$ cat src/rtl/fc_stream_layer.sv
// Fully-connected layer: streams IN_LEN samples into OUT_LEN parallel MACs, then drains
// OUT_LEN biased, saturated (optionally ReLU'd) results one per cycle.
module fc_stream_layer #(
    parameter int unsigned N       = 16,
    parameter int unsigned Q       = 12,
    parameter int unsigned IN_LEN  = 4,
    parameter int unsigned OUT_LEN = 2,
    parameter int unsigned RELU    = 1
) (
    input  logic                clk,
    input  logic                global_rst,
    input  logic                ce,
    input  logic signed [N-1:0] data_in,
    input  logic                valid_in,
    input  logic                end_in,
    output logic                in_ready,
    input  logic                w_we,
    input  logic [7:0]          w_addr,
    input  logic [N-1:0]        w_data,
    output logic signed [N-1:0] data_out,
    output logic                valid_op,
    output logic                end_op,
    output logic                overflow
);

    localparam int unsigned CNT_W = $clog2(IN_LEN) + 1;
    localparam int unsigned ACC_W = 2 * N + $clog2(IN_LEN) + 1;
    localparam int unsigned NW    = IN_LEN * OUT_LEN;
    localparam int unsigned NWB   = NW + OUT_LEN;
    localparam int unsigned A_W   = $clog2(NWB);
    localparam int unsigned J_W   = (OUT_LEN > 1) ? $clog2(OUT_LEN) : 1;

    localparam logic signed [ACC_W:0] MAX_V = (ACC_W + 1)'((2 ** (N - 1)) - 1);
    localparam logic signed [ACC_W:0] MIN_V = ~MAX_V;

    typedef enum logic [1:0] {IDLE, ACC, DRAIN} state_t;

    state_t                    state, state_next;
    logic [CNT_W-1:0]          count;
    logic [J_W-1:0]            out_idx;
    logic signed [N-1:0]       wram [NWB];
    logic signed [ACC_W-1:0]   acc  [OUT_LEN];
    logic signed [2*N-1:0]     prod [OUT_LEN];
    logic                      accept, drain_step, last_out;
    logic signed [ACC_W:0]     sum, shifted;
    logic signed [N-1:0]       result;

    // Weight/bias RAM survives reset; writable only while idle
    always_ff @(posedge clk) begin
        if (w_we && state == IDLE && w_addr < 8'(NWB))
            wram[w_addr[A_W-1:0]] <= w_data;
    end

    // count is 0 in IDLE, so the same index serves the first sample
    always_comb begin
        for (int j = 0; j < OUT_LEN; j++)
            prod[j] = data_in * wram[A_W'(j * IN_LEN + int'(count))];
    end

    // Bias is aligned to the product's Q2 scale before the arithmetic shift
    always_comb begin
        sum     = (ACC_W + 1)'(acc[out_idx])
                + ((ACC_W + 1)'(wram[A_W'(NW + int'(out_idx))]) <<< Q);
        shifted = sum >>> Q;
        if (shifted > MAX_V)
            result = N'(MAX_V);
        else if (shifted < MIN_V)
            result = N'(MIN_V);
        else
            result = N'(shifted);
        if (RELU != 0 && result[N-1])
            result = '0;
    end

    always_ff @(posedge clk) begin
        if (global_rst)
            state <= IDLE;
        else
            state <= state_next;
    end

    always_comb begin
        state_next = state;
        accept     = 1'b0;
        drain_step = 1'b0;
        last_out   = (out_idx == J_W'(OUT_LEN - 1));
        case (state)
            IDLE, ACC: begin
                if (ce && valid_in) begin
                    accept = 1'b1;
                    if (end_in || int'(count) == int'(IN_LEN) - 1)
                        state_next = DRAIN;
                    else
                        state_next = ACC;
                end
            end
            DRAIN: begin
                if (ce) begin
                    drain_step = 1'b1;
                    if (last_out)
                        state_next = IDLE;
                end
            end
            default: state_next = IDLE;
        endcase
    end

    always_ff @(posedge clk) begin
        if (global_rst) begin
            count    <= '0;
            out_idx  <= '0;
            data_out <= '0;
            valid_op <= 1'b0;
            end_op   <= 1'b0;
            overflow <= 1'b0;
            in_ready <= 1'b1;
            for (int j = 0; j < OUT_LEN; j++)
                acc[j] <= '0;
        end else begin
            valid_op <= 1'b0;
            end_op   <= 1'b0;
            in_ready <= (state_next != DRAIN);
            if (ce && valid_in && state == DRAIN)
                overflow <= 1'b1;
            if (accept) begin
                for (int j = 0; j < OUT_LEN; j++)
                    acc[j] <= (state == IDLE) ? ACC_W'(prod[j]) : acc[j] + ACC_W'(prod[j]);
                count <= (state_next == DRAIN) ? '0 : count + 1'b1;
            end
            if (drain_step) begin
                data_out <= result;
                valid_op <= 1'b1;
                end_op   <= last_out;
                out_idx  <= last_out ? '0 : out_idx + 1'b1;
            end
        end
    end

endmodule

$ cat config.mk
export PLATFORM = sky130hd
export DESIGN_NAME = fc_stream_layer
export DESIGN_NICKNAME = d
export VERILOG_FILES = /design/src/rtl/fc_stream_layer.sv
export SDC_FILE = /design/constraint.sdc
export NUM_CORES = 2
export LEC_CHECK = 0
export ABC_AREA = 0
export CORE_AREA = 2 2 321 323
export CTS_CLUSTER_DIAMETER = 120
export DETAILED_ROUTE_END_ITERATION = 8
export DIE_AREA = 0 0 323 325
export PLACE_DENSITY = 0.49
export SLEW_MARGIN = 20
export SYNTH_ARGS = -nofsm -noshare
export SYNTH_HDL_FRONTEND = slang
export SYNTH_SLANG_ARGS = --single-unit
$ cat constraint.sdc
create_clock -name clk -period 10.1 [get_ports clk]
set_input_delay 1.515 -clock clk [delete_from_list [all_inputs] [get_ports clk]]
set_output_delay 1.515 -clock clk [all_outputs]
set_load 0.01 [all_outputs]
Word-level counts from Yosys, hierarchy flattened
Memories as Yosys holds them, arrays and structs flattened. A register that Yosys moved wholly into a read port is not among the register bits.
Index checks and enable logic that the tools add are counted.
{"block": "totals", "regBits": 26, "mem_bits_rw": 230, "in_bits": 46, "output_inout_bits": 20, "word_cells": 68, "mem_count": 2}
{"name": "wram", "depth": 10, "width": 16, "rd": 3, "rd_clocked_by_memory_dff": 1, "wr": 1, "line_no": "41", "source": "logic signed [N-1:0] wram [NWB];"}
{"name": "acc", "depth": 2, "width": 35, "rd": 3, "rd_clocked_by_memory_dff": 1, "wr": 2, "line_no": "42", "source": "logic signed [ACC_W-1:0] acc [OUT_LEN];"}
{"block": "classes", "n_addsub": 7, "mul": 2, "order_cmp": 3, "n_eq_ne": 5, "muxes": 30, "bitwise_logic": 3, "reduce_logical": 8}
{"op": "35-bit two-way mux", "n": 4}
{"op": "35-bit by 32-bit adder with 35-bit output", "n": 2}
{"op": "16-bit by 16-bit multiplier with 32-bit output", "n": 2}
{"op": "35-bit by 28-bit adder with 36-bit output", "n": 1}
{"op": "16-bit two-way mux", "n": 2}
{"op": "24-bit by 16-bit greater-than comparator with 1-bit output (second input constant)", "n": 1}
{"op": "24-bit by 16-bit less-than comparator with 1-bit output (second input constant)", "n": 1}
{"op": "1-bit two-way mux", "n": 15}
{"op": "15-bit two-way mux", "n": 1}
{"op": "8-bit by 4-bit less-than comparator with 1-bit output (second input constant)", "n": 1}
{"op": "2-bit two-way mux", "n": 4}
{"op": "4-bit two-way mux", "n": 2}
{"op": "3-bit by 3-bit adder with 4-bit output (first input constant)", "n": 1}
{"op": "4-bit by 1-bit adder with 4-bit output (first input constant)", "n": 1}
{"op": "2-bit equality test (second input constant)", "n": 2}
{"op": "1-bit logical AND", "n": 4}
{"op": "2-bit case mux with 2 select lines", "n": 1}
{"op": "2-bit OR reduction", "n": 2}
{"op": "3-bit by 1-bit adder with 3-bit output (second input constant)", "n": 1}
{"op": "3-bit equality test (second input constant)", "n": 1}
{"op": "3-bit two-way mux", "n": 1}
{"op": "2-bit by 1-bit equality test with 1-bit output (second input constant)", "n": 1}
{"op": "2-bit logical NOT", "n": 1}
{"op": "2-bit != test (second input constant)", "n": 1}
{"op": "4 further kinds", "n": 5}

Longest topological paths before layout
{"block": "logic_depth", "word_depth": 9, "mapped_depth": 41, "ltp_nobuf": 36}

Worst setup path after synthesis
OpenSTA, ideal clock, no wires.
{"block": "synth_timing", "kind": "reg-to-reg", "from": "register (tool-made name)", "to": "memory acc[0][33] (netlist bit), data pin", "setup_ps": 270, "arrival_time_ps": 9211, "required_ps": 9830, "setup_slack_ps": 619, "stages_incl_launch_ff": 38, "n_path_buf": 4, "synth_period_minus_slack_ps": 9481, "path_cell_list": "dfxtp_1 -> clkbuf_1 -> buf_1 -> mux4_2 -> mux2_2 -> clkbuf_1 -> nand2_1 -> inv_1 -> fa_1 -> inv_1 -> fa_1 -> inv_1 -> fa_1 -> fa_1 -> fa_1 -> inv_1 -> fa_1 -> inv_1 -> [... 2 more ...] -> o21bai_1 -> a21o_1 -> a221o_1 -> nor4b_1 -> nor2_1 -> a21oi_1 -> and2_1 -> ha_1 -> clkbuf_1 -> a21oi_1 -> inv_1 -> a21oi_1 -> nand2_1 -> or3_1 -> and3_1 -> or4_1 -> nand3_1 -> a21oi_1"}
{"element": "end, declared", "line_no": "42"}

==> impl_metrics.env <==
export IMPL_cts_setup_buffers=0
export IMPL_finish_cell_count_without_fillers=5041
export IMPL_hold_path_depth=1
export IMPL_row_count=117
export IMPL_drt_iter0_drc=1357
export IMPL_cp_end_kind="register"
export IMPL_skew_ps=19.25
export IMPL_synthesis_area_per_instance_um2=10.00
export IMPL_timing_critical_path_required_ps=10410
export IMPL_critPathKind="register to register"
export IMPL_drive_gt1_frac=0.09480
export IMPL_routed_wire_length_um=95050
export IMPL_synth_cell_area_mm2=0.03527
export IMPL_min_delay_path_class="register to register"
export IMPL_top_level_ports=66
export IMPL_filler_cell_count=10250
export IMPL_postSynth_asyncResetShare=0
export IMPL_cp_slowest_stage_delay_ps=590
export IMPL_routed_wire_length_per_instance_um=18.85
export IMPL_hold_path_startpoint="data_out[5]$_SDFFE_PP0P_"
export IMPL_synth_area_leader_cell="sky130_fd_sc_hd__fa_1"
export IMPL_critical_path_slowest_cell="sky130_fd_sc_hd__fa_1"
export IMPL_synth_net_count=4360
export IMPL_synth_seq_area_share=0.2123
export IMPL_critical_path_max_fanout=22
export IMPL_timing_max_transition_violations_final=0
export IMPL_worstSkewPairLatency_ps=590
export IMPL_ys_top_cells_by_area="sky130_fd_sc_hd__fa_1 30%, sky130_fd_sc_hd__edfxtp_1 20%, sky130_fd_sc_hd__ha_1 9.3%"
export IMPL_antenna_left=0
export IMPL_placed_cells_incl_taps=4986
export IMPL_clock_tree_from_tritoncts="yes"
export IMPL_syn_inst=3525
export IMPL_yosysWarnings=0
export IMPL_cts_sinks=259
export IMPL_number_of_enable_flip_flop_cells_after_synthesis=230
export IMPL_status="completed"
export IMPL_cts_root_buffer_cell="sky130_fd_sc_hd__clkbuf_16"
export IMPL_cts_buffers=28
export IMPL_floorplan_die_area_mm2=0.1050
export IMPL_portBuffers=64
export IMPL_postSynthRegisterBits=259
export IMPL_final_period_utilization=0.9432
export IMPL_number_of_iterations_in_the_first_detailed_routing_pass=5
export IMPL_grt_overflow_total=0
export IMPL_fin_tns_setup_ps=0
export IMPL_multiInputGateArea_mm2=0.02497
export IMPL_min_period_ps=9527
export IMPL_grt_setup_unrepaired="false"
export IMPL_post_synth_top_count_cell="sky130_fd_sc_hd__inv_1"
export IMPL_clk_path_buf_depth=3
export IMPL_cp_arrival_ps=9830
export IMPL_final_seq_area_mm2=0.007490
export IMPL_final_setup_viol_count=0
export IMPL_clk_pin_slew_worst_paths_ps=70
export IMPL_cts_h_tree_depth=1
export IMPL_groute_usage_overall=0.1849
export IMPL_nets=4484
export IMPL_synth_main_ff_cell="sky130_fd_sc_hd__edfxtp_1"
export IMPL_worst_r2r_path_depth=33
export IMPL_timing_critical_path_mode_cell="sky130_fd_sc_hd__fa_1"
export IMPL_max_slew_margin=0.2990
export IMPL_synth_cells_most_frequent="616 x sky130_fd_sc_hd__inv_1, 527 x sky130_fd_sc_hd__fa_1, 350 x sky130_fd_sc_hd__nand2_1"
export IMPL_rrSetupSlack_ps=570
export IMPL_slew_at_the_pin_with_the_worst_max_slew_slack_ps=1048
export IMPL_postCtsResizedCells=0
export IMPL_yosysTopAreaCellShare=0.2992
export IMPL_dieWidth_um=323
export IMPL_worst_path_buffer_plus_inverter_count=7
export IMPL_floorplan_core_area_mm2=0.1013
export IMPL_worst_reg2reg_path_endpoint="acc[0][33]$_SDFFCE_PN0P_"
export IMPL_via_count=24875
export IMPL_hold_end="data_out[5]$_SDFFE_PP0P_"
export IMPL_max_cap_violations=0
export IMPL_grt_start_max_net_pins=73
export IMPL_post_cts_hold_buffer_count=0
export IMPL_initial_core_util=0.3481
export IMPL_die_h_um=325
export IMPL_grt_pass1_vias=25954
export IMPL_gp_routability_congestion=0.8323
export IMPL_synth_lib_cells_used_distinct=82
export IMPL_detailed_place_hpwl_um=75620
export IMPL_detail_route_drc_violations=0
export IMPL_fmax_ghz=0.1050
export IMPL_startpoint_type="register"
export IMPL_global_route_wire_length_before_repair_um=150800
export IMPL_critPathTopFamily="adder cells"
export IMPL_antenna_found_initial=3
export IMPL_vias_per_cell=4.935
export IMPL_finalHoldViolations=0
export IMPL_layout_area_overhead_vs_synth_pct=12.13
## sequential cells by signal, indices dropped and copies added, names as in the netlist, named ones only
register / flops
acc: 70
count: 3
data_out: 15
end_op: 1
in_ready: 1
last_out: 1
overflow: 1
state: 2
valid_op: 1
wram: 160
## kinds of logic (layout without fill, tap and decap cells)
family	Yosys count	after routing	synth area share
buffers and inverters	757	903	0.08107
adder cells (fa/ha/maj)	789	789	0.3921
XOR/XNOR	145	145	0.03601
multiplexers	123	123	0.05368
AO/OA/AOI/OAI	486	486	0.08969
other	1	3	0.0001063
AND/OR/NAND/NOR	965	965	0.1350
flip-flops	259	259	0.2123
## metal layers
layer  track usage  part of all wire  vias up
li1              -                 -    11713
met5             0           0.00014        -
met3       0.01818             0.035      111
met2        0.3072              0.48      393
met4       0.05602             0.033        2
met1        0.2543              0.45    12656
## area by class of cell
cell class	instances	area share
Clock inverter	17	0.004367
Clock buffer	35	0.01892
Timing Repair Buffer	234	0.05385
Tap cell	1368	0.04329
Antenna cell	2	0.0001266
Multi-Input combinational cell	2509	0.6315
Inverter	617	0.05857
Sequential cell	259	0.1894
## metrics by stage
| stage | setup slack [ps] | hold slack (ps) | util | cell area, um2 |
|---|---|---|---|---|
| 2_1_floorplan | 619.3 | 505.0 | - | 35270 |
| 4_1_cts | 572.0 | 501.6 | 0.3901 | 39520 |
| 3_5_place_dp | 105.6 | 475.2 | 0.3810 | 38600 |
| 5_1_grt | 7.889 | 518.7 | 0.3903 | 39540 |
| 6_report | 573.3 | 497.0 | 0.3903 | 39540 |
| 3_3_place_gp | 138.4 | 479.4 | 0.3810 | 38600 |
## worst max-delay path by stage
| stage | start | endpoint | slack (ps) | cells after the start |
|---|---|---|---|---|
| 2_1_floorplan | register | acc[0][33]$_SDFFCE_PN0P_ | 620 | 37 |
| 3_3_place_gp | data_in[14] | acc[0][33]$_SDFFCE_PN0P_ | 140 | 32 |
| 3_5_place_dp | data_in[11] | acc[1][33]$_SDFFCE_PN0P_ | 110 | 32 |
| 4_1_cts | register | acc[0][33]$_SDFFCE_PN0P_ | 570 | 35 |
| 5_1_grt | count[0]$_SDFFE_PP0P_ | acc[1][27]$_SDFFCE_PN0P_ | 8 | 39 |
| 6_report | register | acc[0][33]$_SDFFCE_PN0P_ | 570 | 33 |
## layout by cell type (no fill, tap or decap), types with 16 or more instances in the layout
master and count:
sky130_fd_sc_hd__a211oi_1 20, sky130_fd_sc_hd__a21o_1 70, sky130_fd_sc_hd__a21oi_1 179, sky130_fd_sc_hd__a221o_1 17, sky130_fd_sc_hd__a31oi_1 17, sky130_fd_sc_hd__and2_1 91
sky130_fd_sc_hd__and3_1 18, sky130_fd_sc_hd__buf_12 17, sky130_fd_sc_hd__buf_4 153, sky130_fd_sc_hd__clkbuf_16 29, sky130_fd_sc_hd__clkdlybuf4s50_1 64, sky130_fd_sc_hd__dfxtp_1 27
sky130_fd_sc_hd__edfxtp_1 230, sky130_fd_sc_hd__fa_1 527, sky130_fd_sc_hd__ha_1 262, sky130_fd_sc_hd__inv_1 615, sky130_fd_sc_hd__mux2_2 49, sky130_fd_sc_hd__mux2i_1 25
sky130_fd_sc_hd__mux4_2 48, sky130_fd_sc_hd__nand2_1 350, sky130_fd_sc_hd__nand2b_1 56, sky130_fd_sc_hd__nand3_1 30, sky130_fd_sc_hd__nor2_1 154, sky130_fd_sc_hd__nor2b_1 167
sky130_fd_sc_hd__nor3_1 24, sky130_fd_sc_hd__o21a_1 18, sky130_fd_sc_hd__o21ai_0 53, sky130_fd_sc_hd__o21ai_1 16, sky130_fd_sc_hd__o21bai_1 16, sky130_fd_sc_hd__or2_2 16
sky130_fd_sc_hd__xnor2_1 96, sky130_fd_sc_hd__xor2_1 49
Power is not shown: default switching activity piles up to over one toggle a cycle in this logic, so the estimate is an artifact.
